--- config.mk ---
export PLATFORM = sky130hd
export DESIGN_NAME = usb_rx_ctrl_flat
export DESIGN_NICKNAME = d
export VERILOG_FILES = /design/src/rtl/usb_pkg.sv /design/src/rtl/usb_rx_ctrl_if.sv /design/src/rtl/usb_rx_holdback.sv /design/src/rtl/usb_rx_ctrl.sv /design/src/flat_wrapper.sv
export SDC_FILE = /design/constraint.sdc
export NUM_CORES = 1
export LEC_CHECK = 0
export CAP_MARGIN = 40
export CORE_MARGIN = 4
export CORE_UTILIZATION = 40
export DETAILED_ROUTE_END_ITERATION = 8
export PLACE_DENSITY = 0.66
export SLEW_MARGIN = 20
export SYNTH_ARGS = -nofsm -noshare
export SYNTH_HDL_FRONTEND = slang
export SYNTH_SLANG_ARGS = --single-unit
--- constraint.sdc ---
create_clock -name clk -period 2.7 [get_ports clk]
set_input_delay 0.405 -clock clk [delete_from_list [all_inputs] [get_ports clk]]
set_output_delay 0.405 -clock clk [all_outputs]
set_load 0.05 [all_outputs]
--- src/rtl/usb_pkg.sv ---
// -----------------------------------------------------------------------------
// usb_pkg
// Shared USB definitions for the receive control unit (usb_rx_ctrl) and the
// transmit control unit (tcu): SYNC pattern, PID byte values, the encoding
// reported on rx_packet, and the CRC16 residue expected after a good packet.
// No ports; imported with "import usb_pkg::*".
// -----------------------------------------------------------------------------
package usb_pkg;

   localparam logic [7:0]  SYNC_BYTE           = 8'b1000_0000;
   localparam logic [7:0]  PID_DATA            = 8'h3C;
   localparam logic [7:0]  PID_ACK             = 8'h2D;
   localparam logic [7:0]  PID_NAK             = 8'hA5;

   // Residue left in the CRC16 register once the data bytes and both CRC
   // bytes have been accumulated.
   localparam logic [15:0] CRC_RESIDUE_DEFAULT = 16'h800D;

   typedef enum logic [1:0] {
      RX_NONE = 2'd0,
      RX_DATA = 2'd1,
      RX_ACK  = 2'd2,
      RX_NAK  = 2'd3
   } rx_packet_t;

endpackage

--- src/rtl/usb_rx_ctrl_if.sv ---
// -----------------------------------------------------------------------------
// usb_rx_ctrl_if
// Groups the signals between usb_rx_ctrl and its neighbours.
//   From the bit-level receive path: d_edge, shift_enable, eop, byte_received,
//     rcv_data[7:0], crc_value[15:0]; from the receive FIFO: fifo_full.
//   Driven by the control unit: rcving, w_enable, w_data[7:0], crc_sync_rst,
//     crc_enable, rx_data_ready, rx_packet, rx_byte_count[6:0], r_error.
// Modports: slave = the control unit, master = its environment.
// -----------------------------------------------------------------------------
interface usb_rx_ctrl_if;
   import usb_pkg::*;

   logic        d_edge;
   logic        shift_enable;
   logic        eop;
   logic        byte_received;
   logic [7:0]  rcv_data;
   logic [15:0] crc_value;
   logic        fifo_full;

   logic        rcving;
   logic        w_enable;
   logic [7:0]  w_data;
   logic        crc_sync_rst;
   logic        crc_enable;
   logic        rx_data_ready;
   rx_packet_t  rx_packet;
   logic [6:0]  rx_byte_count;
   logic        r_error;

   modport master (
      output d_edge, shift_enable, eop, byte_received, rcv_data, crc_value, fifo_full,
      input  rcving, w_enable, w_data, crc_sync_rst, crc_enable, rx_data_ready,
             rx_packet, rx_byte_count, r_error
   );

   modport slave (
      input  d_edge, shift_enable, eop, byte_received, rcv_data, crc_value, fifo_full,
      output rcving, w_enable, w_data, crc_sync_rst, crc_enable, rx_data_ready,
             rx_packet, rx_byte_count, r_error
   );

endinterface

--- src/rtl/usb_rx_holdback.sv ---
// -----------------------------------------------------------------------------
// usb_rx_holdback
// Two-deep byte shift buffer that delays payload bytes so the two trailing
// CRC bytes of a data packet never reach the FIFO.
//   clk, n_rst : clock, asynchronous active-low reset
//   push       : shift din in (the oldest byte drops out when already full)
//   flush      : empty the buffer (wins over push)
//   din[7:0]   : byte to push
//   full       : two bytes held
//   oldest[7:0]: the older held byte, i.e. the one a push while full evicts
// -----------------------------------------------------------------------------
module usb_rx_holdback (
   input  logic       clk,
   input  logic       n_rst,
   input  logic       push,
   input  logic       flush,
   input  logic [7:0] din,
   output logic       full,
   output logic [7:0] oldest
);

   logic [7:0] oldest_q, oldest_d;
   logic [7:0] newer_q, newer_d;
   logic [1:0] count_q, count_d;

   always_comb begin
      oldest_d = oldest_q;
      newer_d  = newer_q;
      count_d  = count_q;
      if (flush) begin
         count_d = 2'd0;
      end else if (push) begin
         case (count_q)
            2'd0: begin
               oldest_d = din;
               count_d  = 2'd1;
            end
            2'd1: begin
               newer_d = din;
               count_d = 2'd2;
            end
            default: begin
               oldest_d = newer_q;
               newer_d  = din;
            end
         endcase
      end
   end

   always_ff @(posedge clk or negedge n_rst) begin
      if (!n_rst) begin
         oldest_q <= 8'h00;
         newer_q  <= 8'h00;
         count_q  <= 2'd0;
      end else begin
         oldest_q <= oldest_d;
         newer_q  <= newer_d;
         count_q  <= count_d;
      end
   end

   assign full   = (count_q == 2'd2);
   assign oldest = oldest_q;

endmodule

--- src/rtl/usb_rx_ctrl.sv ---
// -----------------------------------------------------------------------------
// usb_rx_ctrl
// USB receive control unit. Follows a packet from the line decoder, checks
// SYNC and PID, forwards data-phase payload to the receive FIFO while holding
// back the last two (CRC) bytes, and checks the CRC16 residue at EOP.
//   clk, n_rst : clock, asynchronous active-low reset
//   bus        : usb_rx_ctrl_if.slave (decoder/CRC/FIFO inputs, status and
//                FIFO write outputs; all outputs are registered)
// Parameters: MAX_DATA (payload byte limit), CRC_RESIDUE (good-packet CRC
//   residue), TIMEOUT_CYCLES (inter-byte idle limit).
// Build option: define USB_RX_TIMEOUT_EN to abort a packet that stalls for
//   TIMEOUT_CYCLES clocks; without it the FSM waits indefinitely.
// -----------------------------------------------------------------------------
module usb_rx_ctrl
   import usb_pkg::*;
#(
   parameter int          MAX_DATA       = 64,
   parameter logic [15:0] CRC_RESIDUE    = CRC_RESIDUE_DEFAULT,
   parameter int          TIMEOUT_CYCLES = 255
) (
   input logic           clk,
   input logic           n_rst,
   usb_rx_ctrl_if.slave  bus
);

   typedef enum logic [2:0] {
      IDLE, WAIT_SYNC, WAIT_PID, RCV_DATA, CHECK_CRC, WAIT_EOP, DONE, ERR
   } state_t;

   state_t     state_q, state_d;
   logic       rcving_q, rcving_d;
   logic       w_enable_q, w_enable_d;
   logic [7:0] w_data_q, w_data_d;
   logic       crc_sync_rst_q, crc_sync_rst_d;
   logic       crc_enable_q, crc_enable_d;
   logic       rx_data_ready_q, rx_data_ready_d;
   rx_packet_t rx_packet_q, rx_packet_d;
   logic [6:0] rx_byte_count_q, rx_byte_count_d;
   logic       r_error_q, r_error_d;
   logic [6:0] payload_cnt_q, payload_cnt_d;

   logic       eop_strobe;
   logic       hb_push, hb_flush, hb_full;
   logic [7:0] hb_oldest;
   logic       err_exit;

`ifdef USB_RX_TIMEOUT_EN
   localparam int TIMER_W = $clog2(TIMEOUT_CYCLES + 1);
   logic [TIMER_W-1:0] timer_q, timer_d;
   logic               timed_out_q, timed_out_d;
`endif

   assign eop_strobe = bus.eop & bus.shift_enable;

   usb_rx_holdback u_holdback (
      .clk    (clk),
      .n_rst  (n_rst),
      .push   (hb_push),
      .flush  (hb_flush),
      .din    (bus.rcv_data),
      .full   (hb_full),
      .oldest (hb_oldest)
   );

   // Next-state and registered-output logic. A byte arriving together with an
   // EOP strobe is handled first; SE0 spans two bit times so the second strobe
   // still ends the packet.
   always_comb begin
      state_d         = state_q;
      rcving_d        = rcving_q;
      w_enable_d      = 1'b0;
      w_data_d        = w_data_q;
      crc_sync_rst_d  = 1'b0;
      crc_enable_d    = 1'b0;
      rx_data_ready_d = 1'b0;
      rx_packet_d     = rx_packet_q;
      rx_byte_count_d = rx_byte_count_q;
      r_error_d       = r_error_q;
      payload_cnt_d   = payload_cnt_q;
      hb_push         = 1'b0;
      hb_flush        = 1'b0;
      err_exit        = !bus.eop;
`ifdef USB_RX_TIMEOUT_EN
      if (timed_out_q) err_exit = 1'b1;
`endif

      case (state_q)
         IDLE: begin
            hb_flush = 1'b1;
            if (bus.d_edge) begin
               state_d        = WAIT_SYNC;
               rcving_d       = 1'b1;
               crc_sync_rst_d = 1'b1;
               r_error_d      = 1'b0;
               rx_packet_d    = RX_NONE;
               payload_cnt_d  = 7'd0;
            end
         end
         WAIT_SYNC: begin
            if (bus.byte_received)
               state_d = (bus.rcv_data == SYNC_BYTE) ? WAIT_PID : ERR;
            else if (eop_strobe)
               state_d = ERR;
         end
         // A packet that ends before its PID is as broken as a bad PID.
         WAIT_PID: begin
            if (bus.byte_received) begin
               case (bus.rcv_data)
                  PID_DATA: begin rx_packet_d = RX_DATA; state_d = RCV_DATA; end
                  PID_ACK:  begin rx_packet_d = RX_ACK;  state_d = WAIT_EOP; end
                  PID_NAK:  begin rx_packet_d = RX_NAK;  state_d = WAIT_EOP; end
                  default:  state_d = ERR;
               endcase
            end else if (eop_strobe) begin
               state_d = ERR;
            end
         end
         // Once two bytes are held, each new byte evicts the oldest into the
         // FIFO; a refused write aborts without touching buffer or count.
         RCV_DATA: begin
            if (bus.byte_received) begin
               if (hb_full && (bus.fifo_full || payload_cnt_q >= 7'(MAX_DATA))) begin
                  state_d = ERR;
               end else begin
                  hb_push      = 1'b1;
                  crc_enable_d = 1'b1;
                  if (hb_full) begin
                     w_enable_d    = 1'b1;
                     w_data_d      = hb_oldest;
                     payload_cnt_d = payload_cnt_q + 7'd1;
                  end
               end
            end else if (eop_strobe) begin
               state_d = hb_full ? CHECK_CRC : ERR;
            end
         end
         CHECK_CRC: begin
            if (bus.crc_value == CRC_RESIDUE) begin
               state_d         = DONE;
               rx_data_ready_d = 1'b1;
               rx_byte_count_d = payload_cnt_q;
               rcving_d        = 1'b0;
            end else begin
               state_d = ERR;
            end
         end
         WAIT_EOP: begin
            if (bus.byte_received) begin
               state_d = ERR;
            end else if (eop_strobe) begin
               state_d         = DONE;
               rx_data_ready_d = 1'b1;
               rx_byte_count_d = 7'd0;
               rcving_d        = 1'b0;
            end
         end
         DONE: state_d = IDLE;
         ERR: begin
            if (err_exit) begin
               state_d  = IDLE;
               rcving_d = 1'b0;
            end
         end
         default: state_d = IDLE;
      endcase

`ifdef USB_RX_TIMEOUT_EN
      // The idle timer only runs while the FSM is waiting for line activity.
      timer_d     = '0;
      timed_out_d = (state_q == IDLE) ? 1'b0 : timed_out_q;
      if ((state_q == WAIT_SYNC || state_q == WAIT_PID || state_q == RCV_DATA ||
           state_q == WAIT_EOP) && !bus.byte_received && state_d == state_q) begin
         if (timer_q == TIMER_W'(TIMEOUT_CYCLES - 1)) begin
            state_d     = ERR;
            timed_out_d = 1'b1;
         end else begin
            timer_d = timer_q + 1'b1;
         end
      end
`endif

      if (state_d == ERR) r_error_d = 1'b1;
   end

   // State and output registers.
   always_ff @(posedge clk or negedge n_rst) begin
      if (!n_rst) begin
         state_q         <= IDLE;
         rcving_q        <= 1'b0;
         w_enable_q      <= 1'b0;
         w_data_q        <= 8'h00;
         crc_sync_rst_q  <= 1'b0;
         crc_enable_q    <= 1'b0;
         rx_data_ready_q <= 1'b0;
         rx_packet_q     <= RX_NONE;
         rx_byte_count_q <= 7'd0;
         r_error_q       <= 1'b0;
         payload_cnt_q   <= 7'd0;
      end else begin
         state_q         <= state_d;
         rcving_q        <= rcving_d;
         w_enable_q      <= w_enable_d;
         w_data_q        <= w_data_d;
         crc_sync_rst_q  <= crc_sync_rst_d;
         crc_enable_q    <= crc_enable_d;
         rx_data_ready_q <= rx_data_ready_d;
         rx_packet_q     <= rx_packet_d;
         rx_byte_count_q <= rx_byte_count_d;
         r_error_q       <= r_error_d;
         payload_cnt_q   <= payload_cnt_d;
      end
   end

`ifdef USB_RX_TIMEOUT_EN
   always_ff @(posedge clk or negedge n_rst) begin
      if (!n_rst) begin
         timer_q     <= '0;
         timed_out_q <= 1'b0;
      end else begin
         timer_q     <= timer_d;
         timed_out_q <= timed_out_d;
      end
   end
`endif

   assign bus.rcving        = rcving_q;
   assign bus.w_enable      = w_enable_q;
   assign bus.w_data        = w_data_q;
   assign bus.crc_sync_rst  = crc_sync_rst_q;
   assign bus.crc_enable    = crc_enable_q;
   assign bus.rx_data_ready = rx_data_ready_q;
   assign bus.rx_packet     = rx_packet_q;
   assign bus.rx_byte_count = rx_byte_count_q;
   assign bus.r_error       = r_error_q;

endmodule

--- src/flat_wrapper.sv ---
// flat-port wrapper written by rule: the top's interface ports become plain ports
module usb_rx_ctrl_flat import usb_pkg::*;
#(
   parameter int          MAX_DATA       = 64,
   parameter logic [15:0] CRC_RESIDUE    = CRC_RESIDUE_DEFAULT,
   parameter int          TIMEOUT_CYCLES = 255
)
  (clk, n_rst, bus_d_edge, bus_shift_enable, bus_eop, bus_byte_received, bus_rcv_data, bus_crc_value, bus_fifo_full, bus_rcving, bus_w_enable, bus_w_data, bus_crc_sync_rst, bus_crc_enable, bus_rx_data_ready, bus_rx_packet, bus_rx_byte_count, bus_r_error);
  usb_rx_ctrl_if bus_i ();
  input logic clk;
  input logic n_rst;
  input wire logic [$bits(bus_i.d_edge)-1:0] bus_d_edge;
  input wire logic [$bits(bus_i.shift_enable)-1:0] bus_shift_enable;
  input wire logic [$bits(bus_i.eop)-1:0] bus_eop;
  input wire logic [$bits(bus_i.byte_received)-1:0] bus_byte_received;
  input wire logic [$bits(bus_i.rcv_data)-1:0] bus_rcv_data;
  input wire logic [$bits(bus_i.crc_value)-1:0] bus_crc_value;
  input wire logic [$bits(bus_i.fifo_full)-1:0] bus_fifo_full;
  output wire logic [$bits(bus_i.rcving)-1:0] bus_rcving;
  output wire logic [$bits(bus_i.w_enable)-1:0] bus_w_enable;
  output wire logic [$bits(bus_i.w_data)-1:0] bus_w_data;
  output wire logic [$bits(bus_i.crc_sync_rst)-1:0] bus_crc_sync_rst;
  output wire logic [$bits(bus_i.crc_enable)-1:0] bus_crc_enable;
  output wire logic [$bits(bus_i.rx_data_ready)-1:0] bus_rx_data_ready;
  output wire logic [$bits(bus_i.rx_packet)-1:0] bus_rx_packet;
  output wire logic [$bits(bus_i.rx_byte_count)-1:0] bus_rx_byte_count;
  output wire logic [$bits(bus_i.r_error)-1:0] bus_r_error;
  assign bus_i.d_edge = bus_d_edge;
  assign bus_i.shift_enable = bus_shift_enable;
  assign bus_i.eop = bus_eop;
  assign bus_i.byte_received = bus_byte_received;
  assign bus_i.rcv_data = bus_rcv_data;
  assign bus_i.crc_value = bus_crc_value;
  assign bus_i.fifo_full = bus_fifo_full;
  assign bus_rcving = bus_i.rcving;
  assign bus_w_enable = bus_i.w_enable;
  assign bus_w_data = bus_i.w_data;
  assign bus_crc_sync_rst = bus_i.crc_sync_rst;
  assign bus_crc_enable = bus_i.crc_enable;
  assign bus_rx_data_ready = bus_i.rx_data_ready;
  assign bus_rx_packet = bus_i.rx_packet;
  assign bus_rx_byte_count = bus_i.rx_byte_count;
  assign bus_r_error = bus_i.r_error;
  usb_rx_ctrl #(.MAX_DATA(MAX_DATA), .CRC_RESIDUE(CRC_RESIDUE), .TIMEOUT_CYCLES(TIMEOUT_CYCLES)) u_core (.clk(clk), .n_rst(n_rst), .bus(bus_i));
endmodule
Word-level counts from Yosys, hierarchy flattened
Cells that the tools add are included.

storage, ports and cells
  flip-flop bits (word level) = 51
  bits of input ports = 31
  output and inout bits = 23
  logic and storage cells = 123

cells by class
  $add $sub $neg = 1
  $lt $le $gt $ge = 1
  eq/ne operators = 25
  mux-type cells = 55
  bitwise gates (word level) = 5
  reductions and logical operators = 22

operators with widths
  operator              number
  $mux 7                7
  $mux 3                11
  $pmux 7 s2            2
  $pmux 3 s8            1
  $mux 1                22
  $eq 16x16->1 const B  1
  $eq 8x6->1 const B    2
  $eq 8x8->1 const B    2
  $pmux 8 s2            1
  $eq 3x3->1 const B    5
  $ne 2x2->1 const B    6
  $reduce_and 4->1      3
  $reduce_bool 2->1     6
  $mux 2                5
  $pmux 2 s2            2
  $add 7x1->7 const B   1
  $ge 7x7->1 const B    1
  $eq 3x2->1 const B    2
  $ne 2x1->1 const B    3
  $pmux 2 s3            1
  $pmux 3 s2            1
  $reduce_and 3->1      2
  $reduce_and 6->1      1
  $reduce_and 5->1      1
  other kinds (16)      20

Longest topological paths before layout
  word-level depth = 9
  mapped depth = 7
  depth with buffers taken out = 5

Hierarchy
From an unflattened synthesis, not the netlist that was laid out.

unflattened totals
  cells, all modules = 231
  area, all modules = 2467.4 µm²

by module, submodules not included
  module           times used  cells an instance  area an instance (µm²)  sequential area each (µm²)
  usb_rx_ctrl      1           177                1659.1                  825.8
  usb_rx_holdback  1           54                 808.3                   450.4

Worst setup path after synthesis
No wires, ideal clock.

  path type = input-to-reg
  start point = input bus_fifo_full
  end point = register u_core.w_data_q[0] (netlist: u_core.bus.w_data[0])
  setup time = 0.125 ns
  arrival time = 1.620 ns
  data required time = 2.575 ns
  slack = 0.955 ns
  stages on the path = 4
  buffers on the path = 1
  path through = or2_2 -> nor4_1 -> buf_2 -> mux2_2

on the way
  longest elaborated chain between the ends = 4

RTL lines
  element                     line                text
  start: declaration          flat_wrapper.sv:18  input wire logic [$bits(bus_i.fifo_full)-1:0] bus_fifo_full;
  $logic_or 1x1->1            usb_rx_ctrl.sv:122  if (hb_full && (bus.fifo_full || payload_cnt_q >= 7'(MAX_DATA))) begin
  $logic_and 1x1->1           usb_rx_ctrl.sv:122
  $not 1->1 (no line)         -
  $reduce_and 4->1 (no line)  -
  end signal: assignment      usb_rx_ctrl.sv:203  w_data_q <= w_data_d;
  end: declaration            usb_rx_ctrl.sv:33   logic [7:0] w_data_q, w_data_d;

No other way between the ends.
A chain may end at the register's enable or synchronous reset.

Worst setup path after layout
  start point = input bus_byte_received
  end point = register u_core.r_error_q (netlist: u_core.bus.r_error)

on the way
  longest elaborated chain between the ends = 5
  elaborated cells between the ends (all ways) = 10
  classes of those cells = 1 x eq/ne; 6 x mux; 3 x reduce/logical

RTL lines
  element                      line                text
  start: declaration           flat_wrapper.sv:15  input wire logic [$bits(bus_i.byte_received)-1:0] bus_byte_received;
  $mux 3 (on tied branches)    -
  $pmux 3 s8 (*)               usb_rx_ctrl.sv:87   case (state_q)
  $eq 3x3->1 (*)               usb_rx_ctrl.sv:182  if (state_d == ERR) r_error_d = 1'b1;
  $reduce_bool 2->1 (no line)  -
  $reduce_and 2->1 (no line)   -
  end signal: assignment       usb_rx_ctrl.sv:209  r_error_q <= r_error_d;
  end: declaration             usb_rx_ctrl.sv:39   logic r_error_q, r_error_d;

Every way passes the cells marked *; elsewhere a longest branch is shown, timed or not.

==> metrics.md <==
| Metric | Value |
|---|---|
| Fillers | between 500 and 600 |
| Warnings, synthesis | 0 |
| Synth Flop Type | dfrtp_1 |
| Final wirelength | approximately 5100 microns |
| Rows | 28 |
| Slowest cell on crit path | clkdlybuf4s50_1 |
| Pleak | 1.39 nW |
| Min-delay worst type | in -> async |
| Core area | roughly 0.0060 sq mm |
| Layout area overhead | 29.5% |
| Number of global-route vias before repair | 1813 |
| Tmin final | slightly above 2000 ps |
| Count of final hold-check violations | 0 |
| Port bufs | 53 |
| Clock root cell | clkbuf_8 |
| CTS Buffer Depth | 2 |
| CTS H-tree depth | 2 |
| Reg2Reg Depth | 5 |
| GRT overflow | 0 |
| CTS Buf Count | 5 |
| Cell Pwr Density | between 1000 and 1500 mW/mm^2 |
| All-layer global routing usage | 14.6% |
| Largest net degree at the start of global routing | 52 |
| Number of antenna-violating nets in the routed design | 0 |
| Dpl hpwl | 3780 microns |
| Worst Path Max Fanout | 8 |
| Avg Vias per Cell | 5.07 |
| Slew @ Worst Pin | 624 ps |
| Slew Viols, Final | 0 |
| First-pass GRT wire length | 8690 microns |
| 1st-iter DRT viols | 53 |
| Die area | 0.00748 sq mm |
| Setup Buffers After CTS | 0 |
| Synth Cell Area | 0.00246 sq mm |
| Initial Utilization | between 40% and 50% |
| Antenna violations before repair | 0 |
| Status | finished, final reports clean |
| Detail-routed net length per standard cell | 14.0 microns |
| Seq/Total Area, Yosys | 51.8% |
| Yosys reg bits | 51 |
| Number of synthesized flops with an enable pin | 0 |
| Kind of critical path | in -> reg |
| Critical path startpoint category | primary input |
| Crit path DAT | 2210 ps |
| Worst VDD drop | ~520 uV |
| CTS Sinks | 51 |
| Total of max-cap violations | 0 |
| RePlAce Congestion | 0.828 |
| Critical path cell sequence | clkdlybuf4s50_1, nand3b_4, mux2_2, a32o_1, a211o_1, a32o_1 |
| Endpoint class of the critical path | register |
| Clock Skew | 7.58 ps |
| Drt pass-1 iters | 4 |
| CTS tree | yes |
| Fin crit share | around three quarters |
| Synth unique cells | 46 |
| Chip width | approximately 86 microns |
| Drt drc | 0 |
| Finish-stage setup viols | 0 |
| Fmax | ~500 MHz |
| Via count | between 1.5k and 2k |
| Layout cells sized above 1 | 15.3% |
| Power, Total | 0.00327 W |
| RSZ-0062 raised after global routing | no |
| Worst skew pair latency | 300 ps |
| Antenna cells | 0 |
| CP peak stage delay | 520 ps |
| Post-Route Setup TNS | 0 ps |
| Worst r2r src | u_core.state_q[0] |
| Max-slew headroom | between 50% and 60% |
| Hold_buf cts | 0 |
| Ys async rst share | 100% |
| Syn Area/Cell | around 11 sq um |
| Die Height | 86.5 microns |
| R2r setup slk | 700 ps |
| CP most frequent cell | a32o_1 |
| Worst reg2reg endpoint | u_core.u_holdback.newer_q[6] |
| I/O pin count | 54 |
| Post_cts resized | 0 |
| Mapped Cells | 233 |
| Required @ worst endpoint | 2890 ps |
| Syn nets | ~270 |
| NumNets Final | 319 |
| Reg clk slew, reported paths | 100 ps |
[synth_stat cells (all sizes together) (3+ instances only)]
master | instances | area [sq um]
nor2 | 18 | 70.1
dfrtp | 51 | 1280
o21ai | 24 | 120
buf | 6 | 36.3
nand3b | 3 | 35.0
clkbuf | 6 | 22.5
nor2b | 3 | 18.8
xnor2 | 5 | 43.8
mux2 | 19 | 214
inv | 11 | 41.3
nor4b | 3 | 32.5
nor4 | 4 | 25.0
a31oi | 3 | 18.8
mux2i | 8 | 80.1
nand3 | 8 | 40.0
nor3b | 4 | 30.0
nand2 | 21 | 78.8
nand2b | 3 | 18.8
nor3 | 3 | 15.0
[layout make-up]
cell class | instances | area (sq um) | share of cell area, %
clock buffer | 5 | 68.8 | 2.16
clock inverter | 3 | 46.3 | 1.45
inverter | 11 | 41.3 | 1.29
timing repair buffer | 59 | 571 | 17.9
tap | 75 | 93.8 | 2.94
sequential | 51 | 1280 | 40.0
multi-input combinational | 159 | 1090 | 34.2
[state kept, by name, summed over array words and instances, names as in the netlist, 2 cells and up]
register	cells
u_core.u_holdback.count_q	2
u_core.state_q	3
u_core.bus.rx_packet	2
u_core.u_holdback.newer_q	8
u_core.payload_cnt_q	7
u_core.bus.w_data	8
u_core.u_holdback.oldest	8
u_core.bus.rx_byte_count	7
[worst max-delay path by stage]
stage	end	from	cells past startpoint	slack (ps)
finish	u_core.bus.r_error	bus_byte_received	6	680
global route	u_core.u_holdback.newer_q[6]	u_core.state_q[1]	5	530
CTS	u_core.bus.r_error	bus_byte_received	6	690
detailed placement	u_core.bus.r_error	bus_byte_received	6	370
global placement	u_core.bus.r_error	bus_byte_received	6	370
floorplan	u_core.bus.w_data[0]	bus_fifo_full	4	960
[layer usage]
| layer | GRT usage (%) | routed length, microns | up-vias |
|---|---|---|---|
| met2 | 22.7 | 2400 | 34 |
| met3 | 2.85 | 175 | 4 |
| met4 | 3.82 | 54 | 0 |
| li1 | - | - | 934 |
| met1 | 20.8 | 2440 | 870 |
| met5 | 0 | 0 | - |
[critical path, delay by kind of cell]
family                 cells  cell delay (ps)
AOI/OAI and AO/OA          3              800
muxes                      1              260
and+or+nand+nor            1              220
buffers and inverters      1              520
[power by group]
part           internal (W)  switching, W  total, W
Sequential          0.00104      0.000218   0.00126
Combinational      0.000603      0.000870   0.00147
Clock              0.000279      0.000259  0.000538
Total               0.00193       0.00135   0.00327
[metrics by stage]
stage	setup slack (ps)	hold slack [ps]	util (%)	cells	cell area, sq um
after floorplan	955	109	-	233	2460
after global placement	371	460	51.5	354	3070
after detailed placement	369	470	51.5	354	3070
after CTS	694	226	53.4	362	3180
after global routing	530	251	53.6	363	3190
final	680	195	53.6	363	3190
[layout by cell type (no fill, tap or decap), types with 3 or more instances in the layout]
master           count
mux2i_1              8
nand2b_1             3
nor2_1              17
nor4_1               3
buf_4                5
nand2_1             21
inv_1               11
nand3_1              8
dfrtp_1             51
mux2_2              19
clkbuf_8             5
xnor2_1              5
o21ai_0             23
nor2b_1              3
clkdlybuf4s50_1     52
nor3b_1              4
a31oi_1              3
nor3_1               3
[logic make-up (layout without fill, tap and decap cells)]
group / Yosys count / after routing / share of synthesized area [%]
adders and majority gates: 1 / 1 / 0.508
xor gates and xnor gates: 5 / 5 / 1.78
muxes: 27 / 27 / 11.9
and+or+nand+nor: 84 / 84 / 19.3
buffers and inverters: 23 / 78 / 4.06
DFF: 51 / 51 / 51.8
AOI/OAI and AO/OA: 42 / 42 / 10.6
Note: power is estimated with default switching activity, not from simulation.
